**src/rtl/quartet_loader_pkg.sv**
```systemverilog
// Shared TIA constants plus the loader state encoding and MMIO index helper.
package quartet_loader_pkg;

    localparam int TIA_MMIO_DATA_WIDTH                           = 32;
    localparam int TIA_MMIO_INDEX_WIDTH                          = 16;
    localparam int TIA_NUM_REGISTER_FILE_WORDS                   = 4;
    localparam int TIA_NUM_INSTRUCTION_MEMORY_WORDS              = 4;
    localparam int TIA_ROUTER_SETTING_MEMORY_WORDS               = 2;
    localparam int TIA_NUM_PROCESSING_ELEMENT_ADDRESS_SPACE_WORDS = 64;
    localparam int TIA_CORE_REGISTER_FILE_BASE_INDEX             = 8;
    localparam int TIA_ROUTER_BASE_INDEX                         = 48;

    typedef enum logic [2:0] {
        LS_IDLE,
        LS_FETCH,
        LS_WRITE,
        LS_RELEASE,
        LS_RUN,
        LS_DONE,
        LS_ERROR
    } quartet_loader_state_t;

    // PE window offset plus in-window word, truncated to the MMIO index width.
    function automatic logic [TIA_MMIO_INDEX_WIDTH-1:0] mmio_index(
        input logic [31:0] pe,
        input logic [31:0] base,
        input logic [31:0] word
    );
        logic [31:0] full;
        full = pe * 32'(TIA_NUM_PROCESSING_ELEMENT_ADDRESS_SPACE_WORDS) + base + word;
        return full[TIA_MMIO_INDEX_WIDTH-1:0];
    endfunction

endpackage

```
**src/rtl/mmio_if.sv**
```systemverilog
// Host MMIO port of the quartet: independent read and write req/ack channels.
interface mmio_if;
    import quartet_loader_pkg::*;

    logic                            read_req;
    logic [TIA_MMIO_INDEX_WIDTH-1:0] read_index;
    logic                            read_ack;
    logic [TIA_MMIO_DATA_WIDTH-1:0]  read_data;
    logic                            write_req;
    logic [TIA_MMIO_INDEX_WIDTH-1:0] write_index;
    logic [TIA_MMIO_DATA_WIDTH-1:0]  write_data;
    logic                            write_ack;

    modport requester (
        output read_req, read_index, write_req, write_index, write_data,
        input  read_ack, read_data, write_ack
    );

    modport responder (
        input  read_req, read_index, write_req, write_index, write_data,
        output read_ack, read_data, write_ack
    );

endinterface

```
**src/rtl/quartet_loader.sv**
```systemverilog
// Boot sequencer: streams an external image ROM into the quartet over MMIO,
// then runs the array until it halts.
module quartet_loader
    import quartet_loader_pkg::*;
#(
    parameter int  NUM_PES      = 4,
    parameter bit  LOAD_ROUTERS = 1'b1,
    parameter int  ACK_TIMEOUT  = 1024,
    localparam int P     = TIA_NUM_REGISTER_FILE_WORDS + TIA_NUM_INSTRUCTION_MEMORY_WORDS,
    localparam int R     = TIA_ROUTER_SETTING_MEMORY_WORDS,
    localparam int IMG_W = $clog2(NUM_PES * (P + R))
) (
    input  logic                           clock,
    input  logic                           reset,
    input  logic                           enable,
    input  logic                           start,
    output logic [IMG_W-1:0]               image_read_index,
    input  logic [TIA_MMIO_DATA_WIDTH-1:0] image_read_data,
    mmio_if.requester                      host_interface,
    output logic                           execute,
    input  logic                           halted,
    output logic                           busy,
    output logic                           done,
    output logic                           error
);

    localparam int WORD_MAX = (P > R) ? P : R;
    localparam int PE_W     = (NUM_PES > 1) ? $clog2(NUM_PES) : 1;
    localparam int J_W      = (WORD_MAX > 1) ? $clog2(WORD_MAX) : 1;
    localparam int WAIT_W   = $clog2(ACK_TIMEOUT + 1);

    localparam logic [PE_W-1:0]   PE_LAST   = PE_W'(NUM_PES - 1);
    localparam logic [J_W-1:0]    P_LAST    = J_W'(P - 1);
    localparam logic [J_W-1:0]    R_LAST    = J_W'(R - 1);
    localparam logic [WAIT_W-1:0] WAIT_LAST = WAIT_W'(ACK_TIMEOUT - 1);

    quartet_loader_state_t state_q, state_d;
    logic [IMG_W-1:0]      k_q, k_d;
    logic [PE_W-1:0]       i_q, i_d;
    logic [J_W-1:0]        j_q, j_d;
    logic                  router_q, router_d;
    logic [WAIT_W-1:0]     wait_q, wait_d;
    logic                  done_q, done_d;
    logic                  error_q, error_d;
    logic                  last_word;
    logic                  wait_expired;

    // NOTE: reset is checked before enable so a frozen loader can still be cleared;
    // state registers use non-blocking assignments only.
    always_ff @(posedge clock) begin
        if (reset) begin
            state_q  <= LS_IDLE;
            k_q      <= '0;
            i_q      <= '0;
            j_q      <= '0;
            router_q <= 1'b0;
            wait_q   <= '0;
            done_q   <= 1'b0;
            error_q  <= 1'b0;
        end else if (enable) begin
            state_q  <= state_d;
            k_q      <= k_d;
            i_q      <= i_d;
            j_q      <= j_d;
            router_q <= router_d;
            wait_q   <= wait_d;
            done_q   <= done_d;
            error_q  <= error_d;
        end
    end

    assign last_word = (i_q == PE_LAST) &&
                       (router_q ? (j_q == R_LAST) : (!LOAD_ROUTERS && j_q == P_LAST));
    assign wait_expired = (wait_q == WAIT_LAST);

    // NOTE: every always_comb target gets its hold value first, so no path infers a latch.
    always_comb begin
        state_d  = state_q;
        k_d      = k_q;
        i_d      = i_q;
        j_d      = j_q;
        router_d = router_q;
        wait_d   = wait_q;
        done_d   = done_q;
        error_d  = error_q;

        unique case (state_q)
            LS_IDLE, LS_DONE, LS_ERROR: begin
                if (start) begin
                    state_d  = LS_FETCH;
                    k_d      = '0;
                    i_d      = '0;
                    j_d      = '0;
                    router_d = 1'b0;
                    done_d   = 1'b0;
                    error_d  = 1'b0;
                end
            end
            LS_FETCH: begin
                state_d = LS_WRITE;
                wait_d  = '0;
            end
            LS_WRITE: begin
                if (host_interface.write_ack) begin
                    state_d = LS_RELEASE;
                    wait_d  = '0;
                end else if (wait_expired) begin
                    state_d = LS_ERROR;
                    error_d = 1'b1;
                end else begin
                    wait_d = wait_q + WAIT_W'(1);
                end
            end
            LS_RELEASE: begin
                if (!host_interface.write_ack) begin
                    k_d     = k_q + IMG_W'(1);
                    state_d = last_word ? LS_RUN : LS_FETCH;
                    // Program phase finishing its last PE hands over to the router phase.
                    if (j_q == (router_q ? R_LAST : P_LAST)) begin
                        j_d = '0;
                        if (i_q == PE_LAST) begin
                            i_d      = '0;
                            router_d = LOAD_ROUTERS;
                        end else begin
                            i_d = i_q + PE_W'(1);
                        end
                    end else begin
                        j_d = j_q + J_W'(1);
                    end
                end else if (wait_expired) begin
                    state_d = LS_ERROR;
                    error_d = 1'b1;
                end else begin
                    wait_d = wait_q + WAIT_W'(1);
                end
            end
            LS_RUN: begin
                if (halted) begin
                    state_d = LS_DONE;
                    done_d  = 1'b1;
                end
            end
            default: state_d = LS_IDLE;
        endcase
    end

    always_comb begin
        host_interface.read_req    = 1'b0;
        host_interface.read_index  = '0;
        host_interface.write_req   = (state_q == LS_WRITE);
        host_interface.write_index = '0;
        host_interface.write_data  = '0;
        if (state_q == LS_WRITE) begin
            host_interface.write_index = mmio_index(
                32'(i_q),
                router_q ? 32'(TIA_ROUTER_BASE_INDEX) : 32'(TIA_CORE_REGISTER_FILE_BASE_INDEX),
                32'(j_q));
            host_interface.write_data  = image_read_data;
        end
    end

    // ROM index stays on k so the synchronous ROM output is stable through WRITE.
    assign image_read_index = k_q;
    assign execute          = (state_q == LS_RUN);
    assign busy             = !(state_q inside {LS_IDLE, LS_DONE, LS_ERROR});
    assign done             = done_q;
    assign error            = error_q;

endmodule
```
**src/flat_wrapper.sv**
```systemverilog
// flat-port wrapper written by rule: the top's interface ports become plain ports
module quartet_loader_flat import quartet_loader_pkg::*;
#(
    parameter int  NUM_PES      = 4,
    parameter bit  LOAD_ROUTERS = 1'b1,
    parameter int  ACK_TIMEOUT  = 1024,
    localparam int P     = TIA_NUM_REGISTER_FILE_WORDS + TIA_NUM_INSTRUCTION_MEMORY_WORDS,
    localparam int R     = TIA_ROUTER_SETTING_MEMORY_WORDS,
    localparam int IMG_W = $clog2(NUM_PES * (P + R))
)
  (clock, reset, enable, start, image_read_index, image_read_data, execute, halted, busy, done, error, host_interface_read_req, host_interface_read_index, host_interface_write_req, host_interface_write_index, host_interface_write_data, host_interface_read_ack, host_interface_read_data, host_interface_write_ack);
  mmio_if host_interface_i ();
  input  logic clock;
  input  logic reset;
  input  logic enable;
  input  logic start;
  output logic [IMG_W-1:0] image_read_index;
  input  logic [TIA_MMIO_DATA_WIDTH-1:0] image_read_data;
  output logic execute;
  input  logic halted;
  output logic busy;
  output logic done;
  output logic error;
  output wire logic [$bits(host_interface_i.read_req)-1:0] host_interface_read_req;
  output wire logic [$bits(host_interface_i.read_index)-1:0] host_interface_read_index;
  output wire logic [$bits(host_interface_i.write_req)-1:0] host_interface_write_req;
  output wire logic [$bits(host_interface_i.write_index)-1:0] host_interface_write_index;
  output wire logic [$bits(host_interface_i.write_data)-1:0] host_interface_write_data;
  input wire logic [$bits(host_interface_i.read_ack)-1:0] host_interface_read_ack;
  input wire logic [$bits(host_interface_i.read_data)-1:0] host_interface_read_data;
  input wire logic [$bits(host_interface_i.write_ack)-1:0] host_interface_write_ack;
  assign host_interface_read_req = host_interface_i.read_req;
  assign host_interface_read_index = host_interface_i.read_index;
  assign host_interface_write_req = host_interface_i.write_req;
  assign host_interface_write_index = host_interface_i.write_index;
  assign host_interface_write_data = host_interface_i.write_data;
  assign host_interface_i.read_ack = host_interface_read_ack;
  assign host_interface_i.read_data = host_interface_read_data;
  assign host_interface_i.write_ack = host_interface_write_ack;
  quartet_loader #(.NUM_PES(NUM_PES), .LOAD_ROUTERS(LOAD_ROUTERS), .ACK_TIMEOUT(ACK_TIMEOUT)) u_core (.clock(clock), .reset(reset), .enable(enable), .start(start), .image_read_index(image_read_index), .image_read_data(image_read_data), .host_interface(host_interface_i), .execute(execute), .halted(halted), .busy(busy), .done(done), .error(error));
endmodule
```
**config.mk**
```make
export PLATFORM = sky130hd
export DESIGN_NAME = quartet_loader_flat
export DESIGN_NICKNAME = d
export VERILOG_FILES = /design/src/rtl/quartet_loader_pkg.sv /design/src/rtl/mmio_if.sv /design/src/rtl/quartet_loader.sv /design/src/flat_wrapper.sv
export SDC_FILE = /design/constraint.sdc
export NUM_CORES = 1
export LEC_CHECK = 0
export CORE_MARGIN = 1.5
export CORE_UTILIZATION = 55
export DETAILED_ROUTE_END_ITERATION = 16
export DONT_BUFFER_PORTS = 1
export MAX_ROUTING_LAYER = met4
export PLACE_DENSITY = 0.76
export SYNTH_ARGS = -nofsm -noshare
export SYNTH_HDL_FRONTEND = slang
export SYNTH_SLANG_ARGS = --single-unit
```
**constraint.sdc**
```tcl
create_clock -name clock -period 2.6 [get_ports clock]
set_clock_uncertainty 0.1 [all_clocks]
set_input_delay 0.26 -clock clock [delete_from_list [all_inputs] [get_ports clock]]
set_output_delay 0.26 -clock clock [all_outputs]
set_load 0.02 [all_outputs]
```
# [Yosys cells after proc, flatten, opt, wreduce, memory -nomap -nowiden]
# Cells that the tools add are included.
[classes] add_sub_neg=6 n_eq_ne=17 n_mux=39 reduce_logical=16
[op_table] op="$mux 11" n=3
[op_table] op="$pmux 11 s3" n=1
[op_table] op="$mux 32" n=1
[op_table] op="$mux 3" n=10
[op_table] op="$mux 6" n=3
[op_table] op="$add 16x3->16" n=1
[op_table] op="$add 8x16->16" n=1
[op_table] op="$mux 16" n=1
[op_table] op="$pmux 3 s5" n=1
[op_table] op="$pmux 6 s2" n=1
[op_table] op="$add 11x1->11 const B" n=1
[op_table] op="$eq 11x10->1 const B" n=1
[op_table] op="$reduce_and 5->1" n=2
[op_table] op="$eq 3x3->1 const B" n=3
[op_table] op="$mux 1" n=9
[op_table] op="$reduce_bool 3->1" n=3
[op_table] op="$mux 2" n=4
[op_table] op="$ne 2x2->1 const B" n=4
[op_table] op="$reduce_and 4->1" n=2
[op_table] op="$add 6x1->6 const B" n=1
[op_table] op="$eq 3x1->1 const B" n=2
[op_table] op="$eq 3x2->1 const B" n=2
[op_table] op="$ne 2x1->1 const B" n=3
[op_table] op="$pmux 3 s2" n=1
[op_table] op="other kinds (14)" n=17
[totals] register_bits=28 in_bits=71 output_inout_bits=76 wordCells=86

# [Longest topological paths before layout]
[logic_depth] depth_word=6 depth_mapped=7 ltp_nobuf=6

# [Worst setup path before layout]
# No wires, ideal clock.
[synth_path] path_type="register to output" from="register u_core.state_q[1]" to="output port host_interface_write_index[5]" t_arrival_ps=1454 required_time_ps=2240 slack_ps=786 stages_incl_launch_ff=5 path_buffers=2 path_cell_list="dfxtp_1 > buf_4 > nand2b_1 > nor3_1 > buf_4"
[synth_via] elab_chain_cells=2
[synth_rtl] item="start, declared" line="quartet_loader.sv:37" source="quartet_loader_state_t state_q, state_d;"
[synth_rtl] item="start signal, assigned" line="quartet_loader.sv:61" source="state_q <= state_d;"
[synth_rtl] item="$eq 3x2->1" line="quartet_loader.sv:153" source="if (state_q == LS_WRITE) begin"
[synth_rtl] item="$mux 16" line="quartet_loader.sv:153"
[synth_rtl] item="end, declared" line="flat_wrapper.sv:27" source="output wire logic [$bits(host_interface_i.write_index)-1:0] host_interface_write_index;"
# Every way passes these cells.

# [Worst setup path in the final report]
[layout_path] from="register u_core.state_q[1]" to="output port host_interface_write_data[3]"
[layout_via] elab_chain_cells=2
[layout_rtl] item="$eq 3x2->1" line="quartet_loader.sv:153"
[layout_rtl] item="$mux 32" line="quartet_loader.sv:153"
[layout_rtl] item="end, declared" line="flat_wrapper.sv:28" source="output wire logic [$bits(host_interface_i.write_data)-1:0] host_interface_write_data;"
# Every way passes these cells.

==> out/metrics.cfg <==
[pwr]
vdd_drop_max_mv=0.348
pwr-share-seq_pct=48.2
p_clk_share_pct=28.2
internal-power_w=0.000640
combPwrFrac_pct=23.7
p_sw_w=0.000316
p_leak_nw=0.969
sw_frac_of_total_pct=33.1
power.density_nw_per_um2=462

[drt]
vias_per_cell=5.74
dr.pass1.iters=4
via_count=1733
routedWlPerCell_um=15.8
antenna_left=0
drtIter0Drc=69
drt_wl_total_um=4770
drc=0

[timing]
finalSetupTns_ps=0
layout_min_cycle_time_ps=2220
rsz0062_at_grt=no
worst_slew_pin_slew_ps=621
slew_headroom_pct=58.3
max_clock_freq_mhz=450
min_period_over_period_pct=85.4
setup_violations=0
hold_violations=0
slew_violations=0

[layout]
multi_input_area_um2=1310
diodes=0
fill_cells=346
final_cells=302
areaGrowthSynthToFinish_pct=-0.542
drive_gt1_share_pct=7.87
regArea_um2=561
nets=331

[logic_synthesis]
synth-async-reset-ratio_pct=0
synth_area_um2=2080
ys.warnings.count=0
post_synth_inst_count=262
synth_top_area_cell=dfxtp_1
synth_top_area_share_pct=27.0
synth_flop_cell=dfxtp_1
syn_area_per_cell_um2=7.93
yosys-top-cells-count=40 x and3_1, 30 x buf_4, 28 x dfxtp_1
synth_edf_count=0
synth.most_common_cell=and3_1
netlist_top_cells_area=dfxtp_1 27%, and3_1 12%, buf_4 11%
ys_seq_area_share_pct=27.0
synth_seq_cells=28
synth.distinct_cells=47

[global_route]
grt_max_degree=35
grt_overflow=0
grt_pass1_wl_um=7280
grt_pass1_vias=1522
grt_usage_pct=22.8
antenna_found_initial=0

[worst_setup_path]
criticalPathCategory=flip-flop to output port
worst_setup_path_end_kind=output port
critPathRequiredTime_ps=2240
start_kind=flip-flop
cp_max_fo=34
critPathArrivalTime_ps=1860

[die]
start_util_pct=57.2
core_um2=3630
dieArea_um2=4160
die_w_um=64.5
chipHeight_um=64.5
std_cell_rows=22
ios=147

[cts]
htreeDepth=1
clkTransAtPathRegs_ps=90
clk-insertion-delay-late_ps=270
cts_resized=0
cts_buffers=3
cts.sinks=28
cts_tree=yes
clk_path_buf_depth=2
cts-root-buf=clkbuf_8

[hold_path]
hold_path_class=input port to flip-flop

[place]
io_buffers=0
dp_hpwl_um=3570
globalplace.congestion=0.904
dpl.cell_count=297

[run]
drv_cap=0

[run_status]
status=finished, final reports clean

-- worst max-delay path, stage by stage, from the launching register on --
cell and delay, ps:
dfxtp_1 650, nor2b_2 320, buf_4 290, and3_1 320
-- kinds of logic after synthesis --
family / Yosys count / synth area share, %
buf+inv: 50 / 14.6
mux: 3 / 1.44
other cells: 1 / 0.180
compound gates: 37 / 12.9
fa+ha+maj: 5 / 3.01
flops: 28 / 27.0
simple gates: 122 / 34.1
xor+xnor: 16 / 6.74
-- worst paths after layout --
path	start	end	slack, ps	cells after the start
worst min register to register	u_core.wait_q[10]	u_core.wait_q[10]	350	2
worst max register to register	u_core.wait_q[0]	u_core.state_q[2]	570	6
worst min-delay path	halted	u_core.done	70	2
worst max-delay path	u_core.state_q[1]	host_interface_write_data[3]	380	3
-- state kept, by name (all words and copies together) (netlist names) --
name                     flops
u_core.i_q                   2
u_core.done                  1
u_core.state_q               3
u_core.j_q                   3
u_core.wait_q               11
u_core.error                 1
u_core.router_q              1
u_core.image_read_index      6
-- power groups by stage --
stage	combinational (W)	clock (W)	sequential, W
final	0.000226	0.000269	0.000460
after global routing	0.000246	0.000294	0.000463
after CTS	0.000225	0.000276	0.000460
after detailed placement	0.000221	0	0.000470
after global placement	0.000219	0	0.000469
after floorplan	0.000227	0	0.000462
-- per-layer routing --
metal	track usage, %	share of wire, %	up-vias
met5	-	0	-
met4	5.05	0.65	0
met3	7.29	9.4	4
met2	38.5	49	77
met1	26.5	41	797
li1	-	-	855
-- what timing repair did --
action	CTS	global route
setup buffers	0	0
hold buffers	1	0
hold endpoints to repair	8	0
-- layout make-up --
type,count,share of cell area [%]
repair buffers,8,3.03
well taps,48,2.91
multi-input cells,208,63.2
clock buffers,4,2.66
flip-flops and latches,28,27.1
inverters,6,1.09
-- per-stage QoR --
step | setup WS, ps | hold WS, ps | area (um2) | power [W] | util, %
6_report | 380 | 65.6 | 2070 | 0.000955 | 56.9
3_3_place_gp | 619 | 233 | 2000 | 0.000688 | 55.1
3_5_place_dp | 587 | 234 | 2000 | 0.000691 | 55.1
4_1_cts | 406 | 63.3 | 2070 | 0.000961 | 56.9
5_1_grt | 300 | 76.7 | 2070 | 0.00100 | 56.9
2_1_floorplan | 786 | 326 | 2170 | 0.000689 | -
-- cell usage in the layout, fill, tap and decap left out, types with 2 or more instances in the layout --
cell type | netlist | final
a211oi_1 | 3 | 3
a21oi_1 | 11 | 11
a31oi_1 | 2 | 2
and2_1 | 4 | 4
and3_1 | 40 | 40
and4_1 | 3 | 3
and4b_1 | 2 | 2
buf_4 | 30 | 7
clkbuf_8 | 0 | 4
conb_1 | 1 | 25
dfxtp_1 | 28 | 28
ha_1 | 5 | 5
inv_1 | 5 | 5
mux2i_1 | 3 | 3
nand2_1 | 8 | 8
nand2b_1 | 7 | 7
nand3_1 | 8 | 8
nand3b_1 | 3 | 3
nand4_1 | 4 | 4
nor2_1 | 24 | 24
nor2b_1 | 5 | 4
nor3_1 | 6 | 6
o211ai_1 | 3 | 3
o21a_1 | 2 | 2
o21ai_0 | 4 | 4
o21bai_1 | 2 | 2
or3_1 | 2 | 2
xnor2_1 | 3 | 3
xor2_1 | 13 | 13
(Power assumes the default switching activity.)
